[config.mk]
export PLATFORM = sky130hd
export DESIGN_NAME = hyper_pc_unit_flat
export DESIGN_NICKNAME = d
export VERILOG_FILES = /design/src/rtl/hyper_pc_if.sv /design/src/rtl/hyper_pc_unit.sv /design/src/flat_wrapper.sv
export SDC_FILE = /design/constraint.sdc
export NUM_CORES = 1
export LEC_CHECK = 0
export CAP_MARGIN = 20
export CORE_ASPECT_RATIO = 0.5
export CORE_UTILIZATION = 56
export CTS_CLUSTER_DIAMETER = 30
export CTS_CLUSTER_SIZE = 8
export DETAILED_ROUTE_END_ITERATION = 10
export PLACE_DENSITY = 0.88
export RECOVER_POWER = 100
export SYNTH_ARGS = -nofsm -noshare
export SYNTH_HDL_FRONTEND = slang
export SYNTH_SLANG_ARGS = --single-unit
[constraint.sdc]
create_clock -name clk -period 3.15 [get_ports clk]
set_clock_uncertainty 0.1 [all_clocks]
set_input_delay 0.63 -clock clk [delete_from_list [all_inputs] [get_ports clk]]
set_output_delay 0.63 -clock clk [all_outputs]
set_load 0.01 [all_outputs]
[src/rtl/hyper_pc_if.sv]
// Fetch/redirect bus between hyper_pc_unit, instruction memory and decode.
// With HYPER_PC_IRQ_EN defined, it also carries irq, irq_vec and irq_ack.
interface hyper_pc_if #(
    parameter int PC_W = 16,
    parameter int SP_W = 2
);
    logic            fetch_ready;
    logic            br_taken;
    logic [PC_W-1:0] br_target;
    logic            call;
    logic            ret;
    logic [PC_W-1:0] pc_out;
    logic            pc_valid;
    logic [SP_W:0]   stack_cnt;
    logic            ovf;
    logic            unf;
`ifdef HYPER_PC_IRQ_EN
    logic            irq;
    logic [PC_W-1:0] irq_vec;
    logic            irq_ack;
`endif

    // master: the PC unit driving fetch requests; slave: memory/decode side
    modport master (
        input  fetch_ready, br_taken, br_target, call, ret,
`ifdef HYPER_PC_IRQ_EN
        input  irq, irq_vec,
        output irq_ack,
`endif
        output pc_out, pc_valid, stack_cnt, ovf, unf
    );

    modport slave (
        output fetch_ready, br_taken, br_target, call, ret,
`ifdef HYPER_PC_IRQ_EN
        output irq, irq_vec,
        input  irq_ack,
`endif
        input  pc_out, pc_valid, stack_cnt, ovf, unf
    );
endinterface

[src/rtl/hyper_pc_unit.sv]
// Program counter / fetch-address generator with a circular return-address stack.
// Optional interrupt entry is enabled by defining HYPER_PC_IRQ_EN.
module hyper_pc_unit #(
    parameter int              PC_W        = 16,
    parameter int              PC_INC      = 1,
    parameter logic [PC_W-1:0] RESET_VEC   = '0,
    parameter int              STACK_DEPTH = 4,
    parameter int              SP_W        = 2
) (
    input  logic      clk,
    input  logic      rst,
    hyper_pc_if.master bus
);
    localparam logic [PC_W-1:0] INC  = PC_W'(PC_INC);
    localparam logic [SP_W:0]   FULL = (SP_W+1)'(STACK_DEPTH);

    logic [PC_W-1:0] pc_q, pc_d;
    logic            vld_q, vld_d;
    logic [SP_W-1:0] sp_q, sp_d, sp_m1;
    logic [SP_W:0]   cnt_q, cnt_d;
    logic            ovf_q, ovf_d;
    logic            unf_q, unf_d;
    logic            push;
    logic [PC_W-1:0] push_val;
    logic [PC_W-1:0] stk_q [STACK_DEPTH];
`ifdef HYPER_PC_IRQ_EN
    logic            ack_q, ack_d;
`endif

    // sp_q is the next write slot; the top of stack sits just below it
    assign sp_m1 = sp_q - 1'b1;

    always_comb begin
        pc_d     = pc_q;
        vld_d    = 1'b1;
        sp_d     = sp_q;
        cnt_d    = cnt_q;
        ovf_d    = ovf_q;
        unf_d    = unf_q;
        push     = 1'b0;
        push_val = pc_q + INC;
`ifdef HYPER_PC_IRQ_EN
        ack_d    = 1'b0;
`endif
        if (vld_q) begin
`ifdef HYPER_PC_IRQ_EN
            if (bus.irq) begin
                push     = 1'b1;
                push_val = pc_q;
                pc_d     = bus.irq_vec;
                ack_d    = 1'b1;
            end else
`endif
            if (bus.ret) begin
                if (cnt_q == '0) begin
                    pc_d  = RESET_VEC;
                    unf_d = 1'b1;
                end else begin
                    pc_d  = stk_q[sp_m1];
                    sp_d  = sp_m1;
                    cnt_d = cnt_q - 1'b1;
                end
            end else if (bus.call) begin
                push = 1'b1;
                pc_d = bus.br_target;
            end else if (bus.br_taken) begin
                pc_d = bus.br_target;
            end else if (bus.fetch_ready) begin
                pc_d = pc_q + INC;
            end
        end
        // A push into a full stack wraps onto the oldest entry
        if (push) begin
            sp_d = sp_q + 1'b1;
            if (cnt_q == FULL) ovf_d = 1'b1;
            else               cnt_d = cnt_q + 1'b1;
        end
    end

    always_ff @(posedge clk or negedge rst) begin
        if (!rst) begin
            pc_q  <= RESET_VEC;
            vld_q <= 1'b0;
            sp_q  <= '0;
            cnt_q <= '0;
            ovf_q <= 1'b0;
            unf_q <= 1'b0;
        end else begin
            pc_q  <= pc_d;
            vld_q <= vld_d;
            sp_q  <= sp_d;
            cnt_q <= cnt_d;
            ovf_q <= ovf_d;
            unf_q <= unf_d;
        end
    end

`ifdef HYPER_PC_IRQ_EN
    always_ff @(posedge clk or negedge rst) begin
        if (!rst) ack_q <= 1'b0;
        else      ack_q <= ack_d;
    end
    assign bus.irq_ack = ack_q;
`endif

    // Stack storage carries data only, so it is left out of reset
    always_ff @(posedge clk) begin
        if (push) stk_q[sp_q] <= push_val;
    end

    assign bus.pc_out    = pc_q;
    assign bus.pc_valid  = vld_q;
    assign bus.stack_cnt = cnt_q;
    assign bus.ovf       = ovf_q;
    assign bus.unf       = unf_q;
endmodule

[src/flat_wrapper.sv]
// flat-port wrapper written by rule: the top's interface ports become plain ports
module hyper_pc_unit_flat 
#(
    parameter int              PC_W        = 16,
    parameter int              PC_INC      = 1,
    parameter logic [PC_W-1:0] RESET_VEC   = '0,
    parameter int              STACK_DEPTH = 4,
    parameter int              SP_W        = 2
)
  (clk, rst, bus_fetch_ready, bus_br_taken, bus_br_target, bus_call, bus_ret, bus_pc_out, bus_pc_valid, bus_stack_cnt, bus_ovf, bus_unf);
  hyper_pc_if #(.PC_W(PC_W), .SP_W(SP_W)) bus_i ();
  input  logic clk;
  input  logic rst;
  input wire logic [$bits(bus_i.fetch_ready)-1:0] bus_fetch_ready;
  input wire logic [$bits(bus_i.br_taken)-1:0] bus_br_taken;
  input wire logic [$bits(bus_i.br_target)-1:0] bus_br_target;
  input wire logic [$bits(bus_i.call)-1:0] bus_call;
  input wire logic [$bits(bus_i.ret)-1:0] bus_ret;
  output wire logic [$bits(bus_i.pc_out)-1:0] bus_pc_out;
  output wire logic [$bits(bus_i.pc_valid)-1:0] bus_pc_valid;
  output wire logic [$bits(bus_i.stack_cnt)-1:0] bus_stack_cnt;
  output wire logic [$bits(bus_i.ovf)-1:0] bus_ovf;
  output wire logic [$bits(bus_i.unf)-1:0] bus_unf;
  assign bus_i.fetch_ready = bus_fetch_ready;
  assign bus_i.br_taken = bus_br_taken;
  assign bus_i.br_target = bus_br_target;
  assign bus_i.call = bus_call;
  assign bus_i.ret = bus_ret;
  assign bus_pc_out = bus_i.pc_out;
  assign bus_pc_valid = bus_i.pc_valid;
  assign bus_stack_cnt = bus_i.stack_cnt;
  assign bus_ovf = bus_i.ovf;
  assign bus_unf = bus_i.unf;
  hyper_pc_unit #(.PC_W(PC_W), .PC_INC(PC_INC), .RESET_VEC(RESET_VEC), .STACK_DEPTH(STACK_DEPTH), .SP_W(SP_W)) u_core (.clk(clk), .rst(rst), .bus(bus_i));
endmodule
==> flow_metrics.tcl <==
set metrics [dict create \
    synth_cell_type_count 54 \
    p_total_mw 4.33 \
    hp-class "reg2reg" \
    synthArstFlopShare_pct 27.3 \
    cts_tree "done" \
    synth_nets 318 \
    grt_pass1_vias 2989 \
    m1WireLength_mm 3.98 \
    crit_chain "dlygate4sd3_1 > nand2_1 > nor2b_1 > clkbuf_1 > o21ai_0 > xnor2_1" \
    port_buffers 43 \
    fin_crit_ns 2.67 \
    holdCritStartpoint "u_core.bus.ovf" \
    path_clk_slew_ns 0.06 \
    fin_crit_sh_pct 84.6 \
    areaGrowthSynthToFinish_pct 19.6 \
    power_per_cell_area_mw_per_mm2 881 \
    r2r_slack_ns 0.50 \
    worst_pin_slew_ns 1.39 \
    setup_viol 0 \
    drtAntennaViolNets 0 \
    dieArea_mm2 0.00771 \
    clk_path_buf_depth 2 \
    r2r_start "u_core.sp_q[1]" \
    setup_ws_ns 0.485 \
    maxUsedRoutingLayer "met4" \
    coreArea_mm2 0.00688 \
    setup_tns_ns 0 \
    end_kind "flop" \
    diodes 0 \
    fin_nets 370 \
    dp.cells 421 \
    reg2regPathDepth 6 \
    critPathSlowestCell "dlygate4sd3_1" \
    post-cts-setup-buffers 0 \
    via_count 2912 \
    report.final.slew_viol_count 0 \
    leakage_nw 1.77 \
    hold_buffers 0 \
    synthesis.area_mm2 0.00411 \
    place_ws_ns 0.517 \
    critPathKind "in2reg" \
    ctsHtreeMaxLevel 3 \
    drv_cap 0 \
    avgSynthCellArea_um2 14.3 \
    whs_endpoint "u_core.bus.ovf" \
    ys_seq_area_share_pct 61.4 \
    netlist_instances 288 \
    num_rows 21 \
    irDropWorstVdd_v 0.000477 \
    crit_fanout 14 \
    grt_pass1_wl_mm 16.2 \
    gp_congestion 0.876 \
    ctsResizeCount 0 \
    hold_violations 0 \
    hpwl_mm 6.26 \
    dr.pass1.iters 5 \
    rsz0062_at_grt "false" \
    reg2reg_to "u_core.bus.pc_out[12]" \
    die_w_um 123 \
    synth_seq_cells 88 \
    fin_area_mm2 0.00492 \
    placed_cell_area_mm2 0.00467 \
    wl_met2_mm 4.73 \
    worstPathRequired_ns 3.27 \
    initial_core_util_pct 59.7 \
    final_cells 436 \
    status "finished clean" \
    insertion_delay_ns 0.34 \
    yosysWarningCount 0 \
    met3_length_um 905 \
    root_buffer "clkbuf_16" \
    cp.arrival_ns 2.79 \
    track_usage_pct 29.3 \
    clock-sinks 88 \
    drt-initial-drc-count 479 \
    avgRoutedWirePerCell_um 22.9 \
    synth_edf_count 64 \
    hold-worst-slack_ns 0.374 \
    grt_start_max_net_pins 25 \
    layout-drive-gt1-share_pct 11.9 \
    fmax_mhz 375 \
    cts_buffers 9 \
    avgViaCountPerCell 6.68 \
    ys.flop_type "edfxtp_1" \
    io_pins 44 \
    antenna_found_initial 0 \
    cp-start-kind "primary input" \
    worstHoldPathCells 1 \
    critPathMaxStageDelay_ns 0.77 \
    die_height_um 62.6 \
    route.detailed.drc 0 \
    maxSlewHeadroom_pct 7.48 \
    fin_util_pct 71.4 \
    grt_overflow 0 \
    routed_wl_mm 9.97 \
]
## placed cells by master (no fill, tap or decap), types with 8 or more instances in the layout
cell,count
edfxtp_1,64
nand2_1,11
dlygate4sd3_1,24
nand3_1,12
ha_1,8
clkdlybuf4s50_1,19
nor2_1,12
o21ai_0,16
a21oi_1,9
clkbuf_16,9
dfrtp_1,24
mux4_2,16
## power breakdown
group	internal (mW)	switching, mW	total [mW]
logic	0.684	0.785	1.47
clock network	0.691	0.409	1.10
registers	1.54	0.222	1.76
## cells by family (layout without fill, tap and decap cells)
logic type	count (synthesis)	in the layout	synth area share (%)
muxes	19	19	9.56
AOI/OAI and AO/OA	65	65	11.0
DFF	88	88	61.4
and+or+nand+nor	76	76	10.8
xor gates and xnor gates	11	11	2.34
adders and majority gates	8	8	2.43
buffers and inverters	20	76	2.34
other	1	1	0.0912
## layout make-up
class | instances | area [um2]
repair buffers | 54 | 492
clock inverters | 3 | 67.6
inverters | 7 | 26.3
well taps | 92 | 115
multi-input cells | 180 | 1460
flip-flops and latches | 88 | 2520
fillers | 434 | 1970
clock buffers | 12 | 236
## per-layer routing
metal | track usage, % | up-vias
met1 | 38.6 | 1431
met4 | 15.4 | 0
met5 | 0 | -
met3 | 9.76 | 43
li1 | - | 1235
met2 | 43.2 | 203
## Yosys cell counts (3+ instances only)
master	n	share of area, %
a22oi_1	7	1.3
a21oi_1	9	1.1
o31ai_1	3	0.55
nand2_1	11	1.0
and3_1	4	0.61
o21ai_0	12	1.5
mux4_2	16	8.8
o21ai_1	5	0.61
dfrtp_1	24	15
clkbuf_1	5	0.46
xor2_1	5	1.1
o211ai_1	4	0.73
edfxtp_1	64	47
buf_2	5	0.61
inv_1	7	0.64
or4_1	3	0.55
a22o_1	3	0.64
nand4_1	5	0.76
nand3_1	11	1.3
nor2_1	12	1.1
a221o_1	3	0.73
or2_1	3	0.46
nor3_1	4	0.49
and2_1	5	0.76
xnor2_1	6	1.3
ha_1	8	2.4
o21a_1	3	0.55
a21boi_0	4	0.73
nand2b_1	3	0.46
## how the worst max path moves through the flow
stage                   start                       to  slack [ns]  depth (start not counted)
2_1_floorplan  u_core.sp_q[0]    u_core.bus.pc_out[12]        0.60                          9
3_3_place_gp          bus_ret    u_core.bus.pc_out[13]        0.60                          5
5_1_grt               bus_ret  u_core.bus.stack_cnt[0]        0.36                          6
6_report              bus_ret  u_core.bus.stack_cnt[0]        0.48                          6
3_5_place_dp          bus_ret    u_core.bus.pc_out[13]        0.52                          5
4_1_cts               bus_ret    u_core.bus.pc_out[13]        0.73                          5
## critical path, delay by kind of cell
family	cells	cell delay, ns
AOI/OAI and AO/OA	1	0.23
xor gates and xnor gates	1	0.16
buffers and inverters	2	1.37
and+or+nand+nor	2	0.39
## sequential cells by signal (all words and copies together) (netlist names)
| register | flops |
|---|---|
| u_core.bus.stack_cnt | 3 |
| u_core.bus.ovf | 1 |
| u_core.sp_q | 2 |
| u_core.bus.pc_valid | 1 |
| u_core.stk_q | 64 |
| u_core.bus.unf | 1 |
| u_core.bus.pc_out | 16 |
Note: power is estimated with default switching activity, not from simulation.
